### src/rtl/axi_mem_arbiter_if.sv
// rtl/axi_mem_arbiter_if.sv - AXI4 read/write channel bundle shared by the cache ports and the DRAM port
interface axi_mem_arbiter_if #(
    parameter int AW = 32,
    parameter int DW = 32
);
    logic              arvalid;
    logic [AW-1:0]     araddr;
    logic [7:0]        arlen;
    logic [2:0]        arsize;
    logic [1:0]        arburst;
    logic              arready;
    logic [DW-1:0]     rdata;
    logic [1:0]        rresp;
    logic              rlast;
    logic              rvalid;
    logic              rready;
    logic              awvalid;
    logic [AW-1:0]     awaddr;
    logic [7:0]        awlen;
    logic [2:0]        awsize;
    logic [1:0]        awburst;
    logic              awready;
    logic              wvalid;
    logic [DW-1:0]     wdata;
    logic [DW/8-1:0]   wstrb;
    logic              wlast;
    logic              wready;
    logic [1:0]        bresp;
    logic              bvalid;
    logic              bready;

    modport master (
        output arvalid, araddr, arlen, arsize, arburst, input arready,
        input rdata, rresp, rlast, rvalid, output rready,
        output awvalid, awaddr, awlen, awsize, awburst, input awready,
        output wvalid, wdata, wstrb, wlast, input wready,
        input bresp, bvalid, output bready
    );

    modport slave (
        input arvalid, araddr, arlen, arsize, arburst, output arready,
        output rdata, rresp, rlast, rvalid, input rready,
        input awvalid, awaddr, awlen, awsize, awburst, output awready,
        input wvalid, wdata, wstrb, wlast, output wready,
        output bresp, bvalid, input bready
    );
endinterface

### src/rtl/axi_mem_arbiter.sv
// rtl/axi_mem_arbiter.sv - merges cache D/I ports onto one AXI4 master (RR reads, D-only writes)
module axi_mem_arbiter #(
    parameter int AW      = 32,
    parameter int DW      = 32,
    parameter int MAX_LEN = 3
) (
    input  logic              clk,
    input  logic              resetn,
    axi_mem_arbiter_if.slave  s_d,
    axi_mem_arbiter_if.slave  s_i,
    axi_mem_arbiter_if.master m,
    output logic              prot_err
);
    localparam int SW = DW / 8;

    typedef enum logic [1:0] {RD_IDLE, RD_ADDR, RD_DATA} rd_state_t;
    typedef enum logic [1:0] {WR_IDLE, WR_ACTIVE, WR_RESP} wr_state_t;

    rd_state_t     rd_state, rd_next;
    wr_state_t     wr_state, wr_next;
    logic          owner_i, last_i, gnt_i, r_hs, w_hs, err_set;
    logic [7:0]    beat_cnt, ar_len_q, aw_len_q;
    logic [AW-1:0] ar_addr_q, aw_addr_q;
    logic [2:0]    ar_size_q, aw_size_q;
    logic [1:0]    ar_burst_q, aw_burst_q;
    logic          aw_done, w_done;
    logic          unused_i_wr;

    assign r_hs = (rd_state == RD_DATA) && m.rvalid && (owner_i ? s_i.rready : s_d.rready);
    assign w_hs = (wr_state == WR_ACTIVE) && !w_done && s_d.wvalid && m.wready;

    // Read FSM: owner ar/r channels are wired straight through while the transaction is live
    always_comb begin
        rd_next    = rd_state;
        gnt_i      = 1'b0;
        s_d.arready = 1'b0;
        s_i.arready = 1'b0;
        s_d.rvalid  = 1'b0;
        s_i.rvalid  = 1'b0;
        m.arvalid   = 1'b0;
        m.rready    = 1'b0;
        case (rd_state)
            RD_IDLE: begin
                if (s_d.arvalid || s_i.arvalid) begin
                    rd_next = RD_ADDR;
                    gnt_i   = s_i.arvalid && (!s_d.arvalid || !last_i);
                end
            end
            RD_ADDR: begin
                m.arvalid = 1'b1;
                if (owner_i) s_i.arready = m.arready;
                else         s_d.arready = m.arready;
                if (m.arready) rd_next = RD_DATA;
            end
            RD_DATA: begin
                m.rready   = owner_i ? s_i.rready : s_d.rready;
                s_i.rvalid = owner_i && m.rvalid;
                s_d.rvalid = !owner_i && m.rvalid;
                if (r_hs && m.rlast) rd_next = RD_IDLE;
            end
            default: rd_next = RD_IDLE;
        endcase
    end

    always_ff @(posedge clk or negedge resetn) begin
        if (!resetn) begin
            rd_state   <= RD_IDLE;
            owner_i    <= 1'b0;
            last_i     <= 1'b1;
            beat_cnt   <= '0;
            ar_addr_q  <= '0;
            ar_len_q   <= '0;
            ar_size_q  <= '0;
            ar_burst_q <= '0;
        end else begin
            rd_state <= rd_next;
            if (rd_state == RD_IDLE && rd_next == RD_ADDR) begin
                owner_i    <= gnt_i;
                beat_cnt   <= '0;
                ar_addr_q  <= gnt_i ? s_i.araddr  : s_d.araddr;
                ar_len_q   <= gnt_i ? s_i.arlen   : s_d.arlen;
                ar_size_q  <= gnt_i ? s_i.arsize  : s_d.arsize;
                ar_burst_q <= gnt_i ? s_i.arburst : s_d.arburst;
            end
            if (r_hs) begin
                if (beat_cnt != 8'hFF) beat_cnt <= beat_cnt + 8'd1;
                if (m.rlast) last_i <= owner_i;
            end
        end
    end

    assign m.araddr  = ar_addr_q;
    assign m.arlen   = ar_len_q;
    assign m.arsize  = ar_size_q;
    assign m.arburst = ar_burst_q;
    assign s_d.rdata = m.rdata;
    assign s_d.rresp = m.rresp;
    assign s_d.rlast = m.rlast;
    assign s_i.rdata = m.rdata;
    assign s_i.rresp = m.rresp;
    assign s_i.rlast = m.rlast;

    // Write FSM: AW and W complete in either order; B only after both
    always_comb begin
        wr_next     = wr_state;
        m.awvalid   = 1'b0;
        m.wvalid    = 1'b0;
        m.bready    = 1'b0;
        s_d.awready = 1'b0;
        s_d.wready  = 1'b0;
        s_d.bvalid  = 1'b0;
        case (wr_state)
            WR_IDLE: if (s_d.awvalid) wr_next = WR_ACTIVE;
            WR_ACTIVE: begin
                m.awvalid   = !aw_done;
                s_d.awready = !aw_done && m.awready;
                m.wvalid    = !w_done && s_d.wvalid;
                s_d.wready  = !w_done && m.wready;
                if ((aw_done || m.awready) && (w_done || w_hs)) wr_next = WR_RESP;
            end
            WR_RESP: begin
                s_d.bvalid = m.bvalid;
                m.bready   = s_d.bready;
                if (m.bvalid && s_d.bready) wr_next = WR_IDLE;
            end
            default: wr_next = WR_IDLE;
        endcase
    end

    always_ff @(posedge clk or negedge resetn) begin
        if (!resetn) begin
            wr_state   <= WR_IDLE;
            aw_done    <= 1'b0;
            w_done     <= 1'b0;
            aw_addr_q  <= '0;
            aw_len_q   <= '0;
            aw_size_q  <= '0;
            aw_burst_q <= '0;
        end else begin
            wr_state <= wr_next;
            if (wr_state == WR_IDLE) begin
                aw_done <= 1'b0;
                w_done  <= 1'b0;
                if (s_d.awvalid) begin
                    aw_addr_q  <= s_d.awaddr;
                    aw_len_q   <= s_d.awlen;
                    aw_size_q  <= s_d.awsize;
                    aw_burst_q <= s_d.awburst;
                end
            end
            if (wr_state == WR_ACTIVE && m.awready) aw_done <= 1'b1;
            if (w_hs) w_done <= 1'b1;
        end
    end

    assign m.awaddr  = aw_addr_q;
    assign m.awlen   = aw_len_q;
    assign m.awsize  = aw_size_q;
    assign m.awburst = aw_burst_q;
    assign m.wdata   = s_d.wdata;
    assign m.wstrb   = s_d.wstrb[SW-1:0];
    assign m.wlast   = s_d.wlast;
    assign s_d.bresp = m.bresp;

    // The instruction port is read-only: its write channels are never acknowledged
    assign s_i.awready = 1'b0;
    assign s_i.wready  = 1'b0;
    assign s_i.bvalid  = 1'b0;
    assign s_i.bresp   = 2'b00;
    assign unused_i_wr = ^{s_i.awaddr, s_i.awlen, s_i.awsize, s_i.awburst,
                           s_i.wvalid, s_i.wdata, s_i.wstrb, s_i.wlast, s_i.bready};

    assign err_set = (rd_state == RD_IDLE && rd_next == RD_ADDR &&
                      ((gnt_i ? s_i.arlen : s_d.arlen) > 8'(MAX_LEN)))
                   || (r_hs && m.rlast && beat_cnt != ar_len_q)
                   || (r_hs && !m.rlast && beat_cnt >= ar_len_q)
                   || (wr_state == WR_IDLE && s_d.awvalid && s_d.awlen != 8'd0)
                   || (w_hs && !s_d.wlast)
                   || s_i.awvalid;

    always_ff @(posedge clk or negedge resetn) begin
        if (!resetn)      prot_err <= 1'b0;
        else if (err_set) prot_err <= 1'b1;
    end
endmodule

### src/flat_wrapper.sv
// flat-port wrapper written by rule: the top's interface ports become plain ports
module axi_mem_arbiter_flat 
#(
    parameter int AW      = 32,
    parameter int DW      = 32,
    parameter int MAX_LEN = 3
)
  (clk, resetn, prot_err, s_d_arvalid, s_d_araddr, s_d_arlen, s_d_arsize, s_d_arburst, s_d_arready, s_d_rdata, s_d_rresp, s_d_rlast, s_d_rvalid, s_d_rready, s_d_awvalid, s_d_awaddr, s_d_awlen, s_d_awsize, s_d_awburst, s_d_awready, s_d_wvalid, s_d_wdata, s_d_wstrb, s_d_wlast, s_d_wready, s_d_bresp, s_d_bvalid, s_d_bready, s_i_arvalid, s_i_araddr, s_i_arlen, s_i_arsize, s_i_arburst, s_i_arready, s_i_rdata, s_i_rresp, s_i_rlast, s_i_rvalid, s_i_rready, s_i_awvalid, s_i_awaddr, s_i_awlen, s_i_awsize, s_i_awburst, s_i_awready, s_i_wvalid, s_i_wdata, s_i_wstrb, s_i_wlast, s_i_wready, s_i_bresp, s_i_bvalid, s_i_bready, m_arvalid, m_araddr, m_arlen, m_arsize, m_arburst, m_arready, m_rdata, m_rresp, m_rlast, m_rvalid, m_rready, m_awvalid, m_awaddr, m_awlen, m_awsize, m_awburst, m_awready, m_wvalid, m_wdata, m_wstrb, m_wlast, m_wready, m_bresp, m_bvalid, m_bready);
  axi_mem_arbiter_if #(.AW(AW), .DW(DW)) s_d_i ();
  axi_mem_arbiter_if #(.AW(AW), .DW(DW)) s_i_i ();
  axi_mem_arbiter_if #(.AW(AW), .DW(DW)) m_i ();
  input  logic clk;
  input  logic resetn;
  output logic prot_err;
  input wire logic [$bits(s_d_i.arvalid)-1:0] s_d_arvalid;
  input wire logic [$bits(s_d_i.araddr)-1:0] s_d_araddr;
  input wire logic [$bits(s_d_i.arlen)-1:0] s_d_arlen;
  input wire logic [$bits(s_d_i.arsize)-1:0] s_d_arsize;
  input wire logic [$bits(s_d_i.arburst)-1:0] s_d_arburst;
  output wire logic [$bits(s_d_i.arready)-1:0] s_d_arready;
  output wire logic [$bits(s_d_i.rdata)-1:0] s_d_rdata;
  output wire logic [$bits(s_d_i.rresp)-1:0] s_d_rresp;
  output wire logic [$bits(s_d_i.rlast)-1:0] s_d_rlast;
  output wire logic [$bits(s_d_i.rvalid)-1:0] s_d_rvalid;
  input wire logic [$bits(s_d_i.rready)-1:0] s_d_rready;
  input wire logic [$bits(s_d_i.awvalid)-1:0] s_d_awvalid;
  input wire logic [$bits(s_d_i.awaddr)-1:0] s_d_awaddr;
  input wire logic [$bits(s_d_i.awlen)-1:0] s_d_awlen;
  input wire logic [$bits(s_d_i.awsize)-1:0] s_d_awsize;
  input wire logic [$bits(s_d_i.awburst)-1:0] s_d_awburst;
  output wire logic [$bits(s_d_i.awready)-1:0] s_d_awready;
  input wire logic [$bits(s_d_i.wvalid)-1:0] s_d_wvalid;
  input wire logic [$bits(s_d_i.wdata)-1:0] s_d_wdata;
  input wire logic [$bits(s_d_i.wstrb)-1:0] s_d_wstrb;
  input wire logic [$bits(s_d_i.wlast)-1:0] s_d_wlast;
  output wire logic [$bits(s_d_i.wready)-1:0] s_d_wready;
  output wire logic [$bits(s_d_i.bresp)-1:0] s_d_bresp;
  output wire logic [$bits(s_d_i.bvalid)-1:0] s_d_bvalid;
  input wire logic [$bits(s_d_i.bready)-1:0] s_d_bready;
  input wire logic [$bits(s_i_i.arvalid)-1:0] s_i_arvalid;
  input wire logic [$bits(s_i_i.araddr)-1:0] s_i_araddr;
  input wire logic [$bits(s_i_i.arlen)-1:0] s_i_arlen;
  input wire logic [$bits(s_i_i.arsize)-1:0] s_i_arsize;
  input wire logic [$bits(s_i_i.arburst)-1:0] s_i_arburst;
  output wire logic [$bits(s_i_i.arready)-1:0] s_i_arready;
  output wire logic [$bits(s_i_i.rdata)-1:0] s_i_rdata;
  output wire logic [$bits(s_i_i.rresp)-1:0] s_i_rresp;
  output wire logic [$bits(s_i_i.rlast)-1:0] s_i_rlast;
  output wire logic [$bits(s_i_i.rvalid)-1:0] s_i_rvalid;
  input wire logic [$bits(s_i_i.rready)-1:0] s_i_rready;
  input wire logic [$bits(s_i_i.awvalid)-1:0] s_i_awvalid;
  input wire logic [$bits(s_i_i.awaddr)-1:0] s_i_awaddr;
  input wire logic [$bits(s_i_i.awlen)-1:0] s_i_awlen;
  input wire logic [$bits(s_i_i.awsize)-1:0] s_i_awsize;
  input wire logic [$bits(s_i_i.awburst)-1:0] s_i_awburst;
  output wire logic [$bits(s_i_i.awready)-1:0] s_i_awready;
  input wire logic [$bits(s_i_i.wvalid)-1:0] s_i_wvalid;
  input wire logic [$bits(s_i_i.wdata)-1:0] s_i_wdata;
  input wire logic [$bits(s_i_i.wstrb)-1:0] s_i_wstrb;
  input wire logic [$bits(s_i_i.wlast)-1:0] s_i_wlast;
  output wire logic [$bits(s_i_i.wready)-1:0] s_i_wready;
  output wire logic [$bits(s_i_i.bresp)-1:0] s_i_bresp;
  output wire logic [$bits(s_i_i.bvalid)-1:0] s_i_bvalid;
  input wire logic [$bits(s_i_i.bready)-1:0] s_i_bready;
  output wire logic [$bits(m_i.arvalid)-1:0] m_arvalid;
  output wire logic [$bits(m_i.araddr)-1:0] m_araddr;
  output wire logic [$bits(m_i.arlen)-1:0] m_arlen;
  output wire logic [$bits(m_i.arsize)-1:0] m_arsize;
  output wire logic [$bits(m_i.arburst)-1:0] m_arburst;
  input wire logic [$bits(m_i.arready)-1:0] m_arready;
  input wire logic [$bits(m_i.rdata)-1:0] m_rdata;
  input wire logic [$bits(m_i.rresp)-1:0] m_rresp;
  input wire logic [$bits(m_i.rlast)-1:0] m_rlast;
  input wire logic [$bits(m_i.rvalid)-1:0] m_rvalid;
  output wire logic [$bits(m_i.rready)-1:0] m_rready;
  output wire logic [$bits(m_i.awvalid)-1:0] m_awvalid;
  output wire logic [$bits(m_i.awaddr)-1:0] m_awaddr;
  output wire logic [$bits(m_i.awlen)-1:0] m_awlen;
  output wire logic [$bits(m_i.awsize)-1:0] m_awsize;
  output wire logic [$bits(m_i.awburst)-1:0] m_awburst;
  input wire logic [$bits(m_i.awready)-1:0] m_awready;
  output wire logic [$bits(m_i.wvalid)-1:0] m_wvalid;
  output wire logic [$bits(m_i.wdata)-1:0] m_wdata;
  output wire logic [$bits(m_i.wstrb)-1:0] m_wstrb;
  output wire logic [$bits(m_i.wlast)-1:0] m_wlast;
  input wire logic [$bits(m_i.wready)-1:0] m_wready;
  input wire logic [$bits(m_i.bresp)-1:0] m_bresp;
  input wire logic [$bits(m_i.bvalid)-1:0] m_bvalid;
  output wire logic [$bits(m_i.bready)-1:0] m_bready;
  assign s_d_i.arvalid = s_d_arvalid;
  assign s_d_i.araddr = s_d_araddr;
  assign s_d_i.arlen = s_d_arlen;
  assign s_d_i.arsize = s_d_arsize;
  assign s_d_i.arburst = s_d_arburst;
  assign s_d_arready = s_d_i.arready;
  assign s_d_rdata = s_d_i.rdata;
  assign s_d_rresp = s_d_i.rresp;
  assign s_d_rlast = s_d_i.rlast;
  assign s_d_rvalid = s_d_i.rvalid;
  assign s_d_i.rready = s_d_rready;
  assign s_d_i.awvalid = s_d_awvalid;
  assign s_d_i.awaddr = s_d_awaddr;
  assign s_d_i.awlen = s_d_awlen;
  assign s_d_i.awsize = s_d_awsize;
  assign s_d_i.awburst = s_d_awburst;
  assign s_d_awready = s_d_i.awready;
  assign s_d_i.wvalid = s_d_wvalid;
  assign s_d_i.wdata = s_d_wdata;
  assign s_d_i.wstrb = s_d_wstrb;
  assign s_d_i.wlast = s_d_wlast;
  assign s_d_wready = s_d_i.wready;
  assign s_d_bresp = s_d_i.bresp;
  assign s_d_bvalid = s_d_i.bvalid;
  assign s_d_i.bready = s_d_bready;
  assign s_i_i.arvalid = s_i_arvalid;
  assign s_i_i.araddr = s_i_araddr;
  assign s_i_i.arlen = s_i_arlen;
  assign s_i_i.arsize = s_i_arsize;
  assign s_i_i.arburst = s_i_arburst;
  assign s_i_arready = s_i_i.arready;
  assign s_i_rdata = s_i_i.rdata;
  assign s_i_rresp = s_i_i.rresp;
  assign s_i_rlast = s_i_i.rlast;
  assign s_i_rvalid = s_i_i.rvalid;
  assign s_i_i.rready = s_i_rready;
  assign s_i_i.awvalid = s_i_awvalid;
  assign s_i_i.awaddr = s_i_awaddr;
  assign s_i_i.awlen = s_i_awlen;
  assign s_i_i.awsize = s_i_awsize;
  assign s_i_i.awburst = s_i_awburst;
  assign s_i_awready = s_i_i.awready;
  assign s_i_i.wvalid = s_i_wvalid;
  assign s_i_i.wdata = s_i_wdata;
  assign s_i_i.wstrb = s_i_wstrb;
  assign s_i_i.wlast = s_i_wlast;
  assign s_i_wready = s_i_i.wready;
  assign s_i_bresp = s_i_i.bresp;
  assign s_i_bvalid = s_i_i.bvalid;
  assign s_i_i.bready = s_i_bready;
  assign m_arvalid = m_i.arvalid;
  assign m_araddr = m_i.araddr;
  assign m_arlen = m_i.arlen;
  assign m_arsize = m_i.arsize;
  assign m_arburst = m_i.arburst;
  assign m_i.arready = m_arready;
  assign m_i.rdata = m_rdata;
  assign m_i.rresp = m_rresp;
  assign m_i.rlast = m_rlast;
  assign m_i.rvalid = m_rvalid;
  assign m_rready = m_i.rready;
  assign m_awvalid = m_i.awvalid;
  assign m_awaddr = m_i.awaddr;
  assign m_awlen = m_i.awlen;
  assign m_awsize = m_i.awsize;
  assign m_awburst = m_i.awburst;
  assign m_i.awready = m_awready;
  assign m_wvalid = m_i.wvalid;
  assign m_wdata = m_i.wdata;
  assign m_wstrb = m_i.wstrb;
  assign m_wlast = m_i.wlast;
  assign m_i.wready = m_wready;
  assign m_i.bresp = m_bresp;
  assign m_i.bvalid = m_bvalid;
  assign m_bready = m_i.bready;
  axi_mem_arbiter #(.AW(AW), .DW(DW), .MAX_LEN(MAX_LEN)) u_core (.clk(clk), .resetn(resetn), .s_d(s_d_i), .s_i(s_i_i), .m(m_i), .prot_err(prot_err));
endmodule
### config.mk
export PLATFORM = sky130hd
export DESIGN_NAME = axi_mem_arbiter_flat
export DESIGN_NICKNAME = d
export VERILOG_FILES = /design/src/rtl/axi_mem_arbiter_if.sv /design/src/rtl/axi_mem_arbiter.sv /design/src/flat_wrapper.sv
export SDC_FILE = /design/constraint.sdc
export NUM_CORES = 1
export LEC_CHECK = 0
export BUFFER_PORTS_ARGS = -buffer_cell sky130_fd_sc_hd__clkbuf_2
export CAP_MARGIN = 15
export CORE_AREA = 2 2 207 209
export CTS_BUF_LIST = sky130_fd_sc_hd__clkbuf_16
export DETAILED_ROUTE_END_ITERATION = 8
export DIE_AREA = 0 0 209 211
export GPL_TIMING_DRIVEN = 0
export REMOVE_ABC_BUFFERS = 1
export SYNTH_ARGS = -nofsm -noshare
export SYNTH_HDL_FRONTEND = slang
export SYNTH_SLANG_ARGS = --single-unit
export TNS_END_PERCENT = 10
### constraint.sdc
create_clock -name clk -period 2.1 [get_ports clk]
set_input_delay 0.21 -clock clk [delete_from_list [all_inputs] [get_ports clk]]
set_output_delay 0.21 -clock clk [all_outputs]
set_load 0.1 [all_outputs]
==> flow_metrics.py <==
metrics = {
    "floorplan": {
        "chipWidth_um": 209,
        "die_area_sq_mm": 0.0441,
        "rows": 75,
        "core_area_sq_mm": 0.0418,
        "io_pins": 525,
        "fp.dieH_um": 211,
        "start_util_pct": 13.7,
    },
    "flow_run": {
        "cap_violations": 0,
    },
    "logic_synthesis": {
        "synthCells": 544,
        "synth_edf_count": 0,
        "synthFlopType": "dfrtp_1",
        "synth_most_common_cell": "buf_4",
        "yosysUniqueCellTypes": 43,
        "synth-warning-count": 0,
        "synth_area_leaders": "dfrtp_1 46%, buf_4 15%, mux2_2 9.0%, mux2i_1 8.0%, o21ai_0 5.0%",
        "synth_top_area_cell": "dfrtp_1",
        "synthTopCellsByCount": "114 x buf_4, 106 x dfrtp_1, 62 x nand2_1, 57 x o21ai_0",
        "synth_area_sq_mm": 0.00574,
        "ys_seq_area_share_pct": 46.7,
        "syn_area_per_cell_sq_um": 10.5,
        "ys_async_sr_fraction_pct": 100,
        "ys_ff_latch": 107,
        "synth_top_area_share_pct": 46.2,
    },
    "sta": {
        "rsz0062_at_grt": "no",
        "max_freq_mhz": 505,
        "fin_crit_sh_pct": 94.4,
        "slew_headroom_pct": 58.6,
        "report.final.hold_viol_count": 0,
        "min_period_ns": 1.98,
        "skew_ns": 0.0100,
        "final_max_slew_viol_count": 0,
        "hold_ws_ns": 0.0403,
        "finalSetupViolations": 0,
        "worst_pin_slew_ns": 0.624,
        "fin_ws_ns": 0.118,
    },
    "setup_path": {
        "slowest_stage": "dfrtp_1",
        "crit_chain": "nand2b_1, nor3b_1, clkbuf_2",
        "crit_required_ns": 1.89,
        "r2r-start": "u_core.wr_state[0]",
        "critPathMaxFanout": 6,
        "crit_start": "u_core.wr_state[0]",
        "cpPeakStageDelay_ns": 0.51,
        "critPathKind": "register to output port",
        "endpoint_kind": "output port",
        "cp.arrival_ns": 1.77,
        "cp-start-kind": "register",
    },
    "clocking": {
        "clock-sinks": 107,
        "clk_path_buf_depth": 2,
        "insertion_delay_ns": 0.37,
        "ctsRootBufferMaster": "clkbuf_16",
        "htreeDepth": 3,
        "cts_made_buffers": 9,
        "tritoncts": "yes",
        "clk_pin_slew_worst_paths_ns": 0.07,
    },
    "hold_path": {
        "hp-class": "input port to register",
        "min_from": "m_arready",
    },
    "placed_design": {
        "pre_cts_ws_ns": -0.307,
        "place_hpwl_um": 26000,
        "port_buffers": 257,
        "globalplace.congestion": 0.787,
    },
    "route": {
        "wl_per_cell_um": 24.6,
        "vias_per_cell": 3.70,
        "vias": 4567,
        "detail_route.iter0.violations": 234,
        "ant_nets": 0,
        "drtPass1Iterations": 4,
        "drc_errors": 0,
        "routed_wl_um": 30400,
    },
    "power": {
        "power_density_mw_per_mm2": 2230,
        "p_leak_uw": 0.00366,
        "finalPower_uw": 16200,
        "peakVddDrop_uv": 1110,
    },
    "global_routing": {
        "grt_pass1_wl_um": 39500,
        "grt_max_degree": 59,
        "grt.total_usage_pct": 13.7,
        "grt_pass1_vias": 4413,
        "antenna_found_initial": 5,
        "overflow": 0,
    },
    "final_layout": {
        "fin_nets": 1008,
        "syn2layout_area_growth_pct": 26.9,
        "fillers": 4640,
        "drive_gt1_share_pct": 48.3,
    },
    "status": {
        "status": "finished, final reports clean",
    },
}
-- sequential cells by signal, summed over array words and instances, names as in the netlist --
register          cells
u_core.w_done         1
u_core.m.awlen        8
u_core.m.arlen        8
u_core.m.awaddr      32
u_core.m.araddr      32
u_core.m.awsize       3
u_core.aw_done        1
u_core.last_i         1
u_core.prot_err       1
u_core.m.arsize       3
u_core.rd_state       2
u_core.m.arburst      2
u_core.wr_state       2
u_core.beat_cnt       8
u_core.m.awburst      2
u_core.owner_i        1
-- path summary, 6_finish.rpt --
path / cells after the start / slack (ns) / endpoint
max: 3 / 0.12 / s_d_wready
min: 2 / 0.04 / u_core.rd_state[0]
max reg2reg: 4 / 0.16 / u_core.m.awaddr[10]
min reg2reg: 2 / 0.48 / u_core.m.araddr[26]
max in group asynchronous: 3 / 1.08 / u_core.m.araddr[3]
min in group asynchronous: 2 / 0.35 / u_core.m.awaddr[26]
-- where the power goes --
part	switching, uW	internal, uW	total (uW)
sequential	601	3020	3620
combinational	8790	1830	10600
clock	802	1150	1960
total	10200	6010	16200
-- cell type report --
class	count	area, sq um	share of cell area (%)
Antenna cell	2	5.00	0.0688
Clock inverter	5	103	1.41
Multi-Input combinational cell	295	2110	29.0
Sequential cell	107	2680	36.8
Inverter	13	48.8	0.670
Clock buffer	9	225	3.09
Timing Repair Buffer	265	1430	19.6
Tap cell	539	674	9.26
-- through the flow --
step,cell area [sq um],utilization (%),instances,setup TNS [ns]
after detailed placement,6900,16.5,1215,-0.307
final,7280,17.4,1235,0
after floorplan,4800,-,414,-88.02
after CTS,7270,17.4,1233,0
after global routing,7270,17.4,1233,0
after global placement,6760,16.2,1210,-312.15
-- critical path, delay by kind of cell, from the launching register on --
family / cells / cell delay [ns]
flip-flops: 1 / 0.51
buffers and inverters: 1 / 0.48
AND/OR/NAND/NOR: 2 / 0.41
-- layout by cell type (no fill, tap or decap), drive strengths merged, types with 4 or more instances in the layout --
master / Yosys / final
clkbuf: 9 / 263
dfrtp: 106 / 106
nand2: 62 / 62
o21ai: 58 / 58
mux2i: 47 / 47
mux2: 46 / 46
nor2: 15 / 15
inv: 13 / 14
buf: 125 / 10
ha: 9 / 9
nand3: 5 / 6
nor4: 5 / 5
conb: 1 / 5
nor3: 4 / 4
nor3b: 4 / 4
and3: 4 / 4
-- logic make-up after synthesis --
kind of cell,share of synthesized area [%]
mux,17.3
xor+xnor,0.153
fa+ha+maj,1.96
compound gates,7.02
flops,46.7
other cells,0.0654
buf+inv,17.4
simple gates,9.36
-- metal layers --
metal | up-vias | share of wire (%) | track usage (%)
met2 | 418 | 42 | 20.4
met1 | 2074 | 32 | 11.9
met3 | 29 | 22 | 15.0
met4 | 12 | 1.3 | 3.40
met5 | - | 1.7 | 7.01
li1 | 2034 | - | -
-- what timing repair did --
item                                    in CTS  in global routing
setup buffers                                2                  0
gates resized for setup                      2                  5
hold endpoints to repair                    48                  0
pin swaps                                    1                  0
hold buffers                                 1                  0
endpoints found under the setup margin       1                  4
cloned                                       1                  0
No activity file was read; power rests on OpenSTA's default activity.
